===== src/rtl/inst_fetch.sv =====
// Instruction-fetch stage: issues PC requests on the instruction bus, stalls the
// PC while memory is slow, and delivers words to decode through registered IF/ID.
module inst_fetch #(
   parameter int                    ADDR_WIDTH = 32,
   parameter int                    DATA_WIDTH = 32,
   parameter logic [DATA_WIDTH-1:0] NOP_WORD   = '0
) (
   input  logic                  clock,
   input  logic                  reset,
   input  logic                  chip_enable,
   input  logic [ADDR_WIDTH-1:0] program_counter,
   input  logic [5:0]            stall,
   input  logic                  flush,
   output logic                  mem_req,
   output logic [ADDR_WIDTH-1:0] mem_addr,
   input  logic                  mem_ack,
   input  logic [DATA_WIDTH-1:0] mem_rdata,
   output logic                  stall_request,
   output logic [ADDR_WIDTH-1:0] id_pc,
   output logic [DATA_WIDTH-1:0] id_inst,
   output logic                  id_valid,
   output logic                  id_misaligned
);

   // state    | meaning
   // ST_IDLE  | chip_enable low, IF/ID holds NOP
   // ST_FETCH | request outstanding for program_counter
   // ST_HOLD  | word captured in hold buffer, decode stalled
   typedef enum logic [1:0] {
      ST_IDLE  = 2'd0,
      ST_FETCH = 2'd1,
      ST_HOLD  = 2'd2
   } state_t;

   state_t                state_q, state_d;
   logic [ADDR_WIDTH-1:0] id_pc_q, id_pc_d;
   logic [DATA_WIDTH-1:0] id_inst_q, id_inst_d;
   logic                  id_valid_q, id_valid_d;
   logic                  id_mis_q, id_mis_d;
   logic [ADDR_WIDTH-1:0] hold_pc_q, hold_pc_d;
   logic [DATA_WIDTH-1:0] hold_inst_q, hold_inst_d;

   logic pc_aligned;
   logic hold_ifid;
   logic unused_stall;

   assign pc_aligned   = (program_counter[1:0] == 2'b00);
   assign hold_ifid    = stall[1];
   assign unused_stall = ^{stall[5:2], stall[0]};

   // Bus outputs depend only on state, flush, PC and ack -- never on stall.
   assign mem_addr      = program_counter;
   assign mem_req       = (state_q == ST_FETCH) && !flush && pc_aligned;
   assign stall_request = mem_req && !mem_ack;

   always_comb begin
      state_d     = state_q;
      id_pc_d     = id_pc_q;
      id_inst_d   = id_inst_q;
      id_valid_d  = id_valid_q;
      id_mis_d    = id_mis_q;
      hold_pc_d   = hold_pc_q;
      hold_inst_d = hold_inst_q;

      if (!chip_enable || flush) begin
         state_d     = chip_enable ? ST_FETCH : ST_IDLE;
         id_inst_d   = NOP_WORD;
         id_valid_d  = 1'b0;
         id_mis_d    = 1'b0;
         hold_pc_d   = '0;
         hold_inst_d = NOP_WORD;
      end else begin
         unique case (state_q)
            ST_IDLE: begin
               state_d = ST_FETCH;
            end
            ST_FETCH: begin
               if (!pc_aligned) begin
                  if (!hold_ifid) begin
                     id_pc_d    = program_counter;
                     id_inst_d  = NOP_WORD;
                     id_valid_d = 1'b0;
                     id_mis_d   = 1'b1;
                  end
               end else if (mem_ack) begin
                  if (hold_ifid) begin
                     hold_pc_d   = program_counter;
                     hold_inst_d = mem_rdata;
                     state_d     = ST_HOLD;
                  end else begin
                     id_pc_d    = program_counter;
                     id_inst_d  = mem_rdata;
                     id_valid_d = 1'b1;
                     id_mis_d   = 1'b0;
                  end
               end else if (!hold_ifid) begin
                  id_inst_d  = NOP_WORD;
                  id_valid_d = 1'b0;
                  id_mis_d   = 1'b0;
               end
            end
            ST_HOLD: begin
               if (!hold_ifid) begin
                  id_pc_d    = hold_pc_q;
                  id_inst_d  = hold_inst_q;
                  id_valid_d = 1'b1;
                  id_mis_d   = 1'b0;
                  state_d    = ST_FETCH;
               end
            end
            default: begin
               state_d = ST_IDLE;
            end
         endcase
      end
   end

   always_ff @(posedge clock) begin
      if (reset) begin
         state_q     <= ST_IDLE;
         id_pc_q     <= '0;
         id_inst_q   <= NOP_WORD;
         id_valid_q  <= 1'b0;
         id_mis_q    <= 1'b0;
         hold_pc_q   <= '0;
         hold_inst_q <= NOP_WORD;
      end else begin
         state_q     <= state_d;
         id_pc_q     <= id_pc_d;
         id_inst_q   <= id_inst_d;
         id_valid_q  <= id_valid_d;
         id_mis_q    <= id_mis_d;
         hold_pc_q   <= hold_pc_d;
         hold_inst_q <= hold_inst_d;
      end
   end

   assign id_pc         = id_pc_q;
   assign id_inst       = id_inst_q;
   assign id_valid      = id_valid_q;
   assign id_misaligned = id_mis_q;

endmodule


===== config.mk =====
export PLATFORM = sky130hd
export DESIGN_NAME = inst_fetch
export DESIGN_NICKNAME = d
export VERILOG_FILES = /design/src/rtl/inst_fetch.sv
export SDC_FILE = /design/constraint.sdc
export NUM_CORES = 1
export LEC_CHECK = 0
export ABC_AREA = 0
export BUFFER_PORTS_ARGS = -buffer_cell sky130_fd_sc_hd__buf_4
export CAP_MARGIN = 0
export CORE_UTILIZATION = 51
export DETAILED_ROUTE_END_ITERATION = 12
export GPL_TIMING_DRIVEN = 0
export HOLD_SLACK_MARGIN = 0.1
export PLACE_DENSITY_LB_ADDON = 0.3
export SLEW_MARGIN = 5
export SYNTH_ARGS = -nofsm -noshare
export SYNTH_HDL_FRONTEND = slang
export SYNTH_SLANG_ARGS = --single-unit

===== constraint.sdc =====
create_clock -name clock -period 2.2 [get_ports clock]
set_input_delay 0 -clock clock [delete_from_list [all_inputs] [get_ports clock]]
set_output_delay 0 -clock clock [all_outputs]
set_load 0.02 [all_outputs]

# After elaboration in Yosys (flattened, before gate mapping)
# Index checks and enable logic that the tools add are counted.
totals:
  regBits: 132
  in_bits: 75
  out_inout_bits: 100
  elab_cells: 61
classes:
  n_eq_ne: 10
  n_mux: 27
  n_bitwise: 1
  reduce_logical: 16
ops:
  columns: ["cell", "count"]
  rows:
  - ["2-to-1 mux 32 bit", 9]
  - ["one-hot mux 32 bit (2 select lines)", 2]
  - ["AND reduction 4 bit", 3]
  - ["2-to-1 mux 2 bit", 5]
  - ["inequality test 3 x 2 -> 1 bit, second input constant", 3]
  - ["inequality test 3 bit, second input constant", 3]
  - ["2-to-1 mux 1 bit", 8]
  - ["one-hot mux 2 bit (3 select lines)", 1]
  - ["zero test 2 bit", 2]
  - ["inequality test 4 bit, second input constant", 1]
  - ["one-hot mux 1 bit (2 select lines)", 2]
  - ["logical AND 1 bit", 3]
  - ["zero test 1 bit", 3]
  - ["AND reduction 3 bit", 1]
  - ["== test 2 x 1 -> 1 bit, second input constant", 1]
  - ["== test 2 bit, second input constant", 1]
  - ["inequality test 2 bit, second input constant", 1]
  - ["AND reduction 2 bit", 1]
  - ["nonzero test 2 bit", 1]
  - ["OR reduction 2 bit", 1]
  - ["logical OR 1 bit", 1]
  - ["NOT 1 bit", 1]

# Longest topological paths before layout
logic_depth:
  word_depth: 5
  depth_mapped: 9
  depth_no_buf: 6

# Worst setup path before layout
# No wires, ideal clock.
synth_path:
  kind: "register -> register"
  start: "register state_q[1]"
  end: "register id_pc_q[11] (netlist: id_pc[11])"
  setup_ns: 0.146
  arrival_ns: 1.811
  required_ns: 2.054
  path_slack_ns: 0.243
  path_stages_with_launch: 8
  n_path_buf: 2
  period_less_slack_ns: 1.957
  path_cell_list: "dfxtp_1 inv_1 ha_1 buf_2 nor4b_1 a2111oi_4 buf_4 a211oi_2"
synth_between:
  elab_chain_len: 3
  word_cells_on_any_way: 7
  cone_classes: "4 x eq/ne; 1 x mux; 2 x reduce/logical"
synth_lines:
  columns: ["item", "line_no", "text"]
  rows:
  - ["start: declaration", "35", "state_t state_q, state_d;"]
  - ["start signal: assignment", "128", "state_q <= state_d;"]
  - ["== test 2 x 1 -> 1 bit / == test 2 bit (equally long branches)", "73", "unique case (state_q)"]
  - ["inequality test 3 bit (no line) (tied with other cells)", null, null]
  - ["AND reduction 4 bit (no line)", null, null]
  - ["end signal: assignment", "129", "id_pc_q <= id_pc_d;"]
  - ["end: declaration", "36", "logic [ADDR_WIDTH-1:0] id_pc_q, id_pc_d;"]
# Parallel ways exist; a longest one is shown, timed or not.
# A chain may end at the register's enable or synchronous reset.

# Final worst setup path
layout_path:
  start: "register state_q[1]"
  end: "register id_pc_q[30] (netlist: id_pc[30])"
# The elaborated chain is that of the path after synthesis.

==> results.toml <==
[sta]
hold_viol_final = 0
min_period_ns = 2.08
setup_violations = 0
drv_slew = 0
rsz0062_at_grt = "no"
tns_ns = 0
slew_headroom_pct = 47.0
layout_setup_ws_ns = 0.122
fmax_ghz = 0.481
worst_pin_slew_ns = 0.795
hold_slack_ns = 0.401
fin_crit_sh_pct = 94.5
clock_skew_ns = 0.0113

[outcome]
status = "finished, final reports clean"

[clocking]
cts_tree = "yes"
htree_levels = 4
cts-buffers-inserted = 17
root_buffer = "clkbuf_16"
clock_sinks = 132
clk_latency_ns = 0.41
cts_buffer_depth = 2
clk_pin_slew_ns = 0.06

[final_layout]
fillers = 756
final_cell_mix = "buf_4 (207), nand2_1 (159), dfxtp_1 (132)"
area_growth_pct = 48.4
final_core_util_pct = 78.1
diodes = 0
multi_input_area_sq_mm = 0.00262
seqCellArea_sq_mm = 0.00264
final_common_cell = "buf_4"
drive_above_1_share_pct = 31.1
final_cells = 1052
fin_area_sq_mm = 0.00854
nets = 978

[power_and_ir_drop]
ir_worst_vdd_v = 0.000610
total_leakage_power_nw = 3.20
p_per_area_mw_per_mm2 = 705
power_mw = 6.02

[floorplan]
rows = 38
dieArea_sq_mm = 0.0117
start_util_pct = 52.6
ios = 175
die_x_microns = 108
die_h_microns = 108
core_sq_mm = 0.0109

[detailed_routing]
drc = 0
vias_per_cell = 5.40
drtIter0Drc = 276
first_pass_iters = 5
vias = 5685
ant_nets = 0
wl_per_cell_microns = 16.4
wirelength_microns = 17200

[worst_setup_path]
crit_slowest_cell = "nor4b_1"
r2r_slack_ns = 0.12
end_kind = "flop"
worstPathRequired_ns = 2.46
critPathLaunchType = "flop"
crit_family = "simple AND/OR/NAND/NOR gates"
cp_num_buf_inv = 4
path_class = "reg2reg"
crit_fanout = 10
crit_chain = "inv_1 -> ha_1 -> buf_2 -> nor4b_1 -> a2111oi_4 -> buf_4 -> buf_6 -> nor2_1 -> a211oi_2"
cp.arrival_ns = 2.34
max_stage_delay_ns = 0.52

[logic_synthesis]
netlist_area_sq_mm = 0.00575
synth_ff_type = "dfxtp_1"
synthCells = 641
ys_ff_latch = 132
yosysWarnings = 0
netlist_top_cells_area = "dfxtp_1 (46%), mux2i_1 (11%), nand2_1 (10%)"
syn_area_per_cell_sq_um = 8.98
yosysTopAreaCellShare_pct = 45.9
yosys.area.top_type = "dfxtp_1"
ys_async_sr_fraction_pct = 0
synth_edf_count = 0
synth_nets = 720
ys_seq_area_share_pct = 45.9
yosysUniqueCellTypes = 31

[grt]
grt_overflow = 0
grt_pass1_vias = 5761
grt_max_degree = 17
grt_util_all_layers_pct = 30.0
antenna_found_initial = 0
grt_pass1_wl_microns = 27300

[hold_path]
hold_path_class = "in2reg"

[placement]
io_buffer_count = 168
place_inst = 949
post-place-ws_ns = -0.0702
hpwl_microns = 11100
place.gp.congestion = 0.799
placed_area_sq_mm = 0.00719

[run]
max_cap_viol_count = 0
## timing repair
action	in CTS	in global routing
endpoints found under the hold margin	130	0
setup buffers	3	0
endpoints found under the setup margin	41	80
resized for setup	2	17
hold buffers	69	0
pin swaps	1	1
## worst register-to-register path, cell delays in order, from the launching register on
cell and delay [ns]:
dfxtp_1 0.32, inv_1 0.10, ha_1 0.14, buf_2 0.18, nor4b_1 0.52, a2111oi_4 0.12
buf_4 0.19, buf_6 0.14, nor2_1 0.17, a211oi_2 0.07
## flip-flops by register name, indices dropped and copies added, names as in the netlist, named ones only
signal and cells:
hold_inst_q 32, hold_pc_q 32, id_inst 32, id_pc 32, state_q 2, id_misaligned 1
## cells in the mapped netlist, types with 2 or more instances
library cell,count
a21oi_1,64
mux2i_1,65
nor2_1,39
dfxtp_1,132
nor3_1,4
nand4_1,2
and3_1,3
ha_1,4
nand2_1,159
a211oi_2,28
clkbuf_1,40
inv_1,2
buf_1,3
a211oi_1,5
nand2b_1,3
o32ai_1,32
buf_4,35
buf_6,3
buf_2,6
## final timing paths
path                       from               to  cells past startpoint
setup reg to reg     state_q[1]        id_pc[30]                      9
hold reg to reg    hold_pc_q[7]     hold_pc_q[7]                      2
setup / recovery     state_q[1]        id_pc[30]                      9
hold / removal    mem_rdata[30]  hold_inst_q[30]                      4
## cell type report
cell class                 count  share of cell area (%)
clock buffer                  20                    5.23
multi-input combinational    420                    30.6
buffer                        86                    5.83
inverter                       2                  0.0879
sequential                   132                    30.9
timing repair buffer         240                    23.1
tap                          140                    2.05
clock inverter                12                    2.10
## report_power, final
part	switching (mW)	internal, mW
Combinational	0.295	0.312
Clock	1.06	1.93
Sequential	0.00985	2.41
Total	1.37	4.65
## cell families after synthesis
group | Yosys count | share of synthesized area [%]
buf+inv | 89 | 8.61
fa+ha+maj | 4 | 0.870
simple gates | 217 | 15.1
compound gates | 134 | 18.2
mux | 65 | 11.3
flops | 132 | 45.9
## routing by layer
metal | vias to the layer above | wire [microns] | global-route usage (%)
met2 | 216 | 9070 | 55.0
li1 | 2704 | - | -
met4 | 0 | 143 | 9.78
met5 | - | 0 | 0
met1 | 2745 | 6940 | 33.9
met3 | 20 | 1090 | 6.99
(Power assumes the default switching activity.)
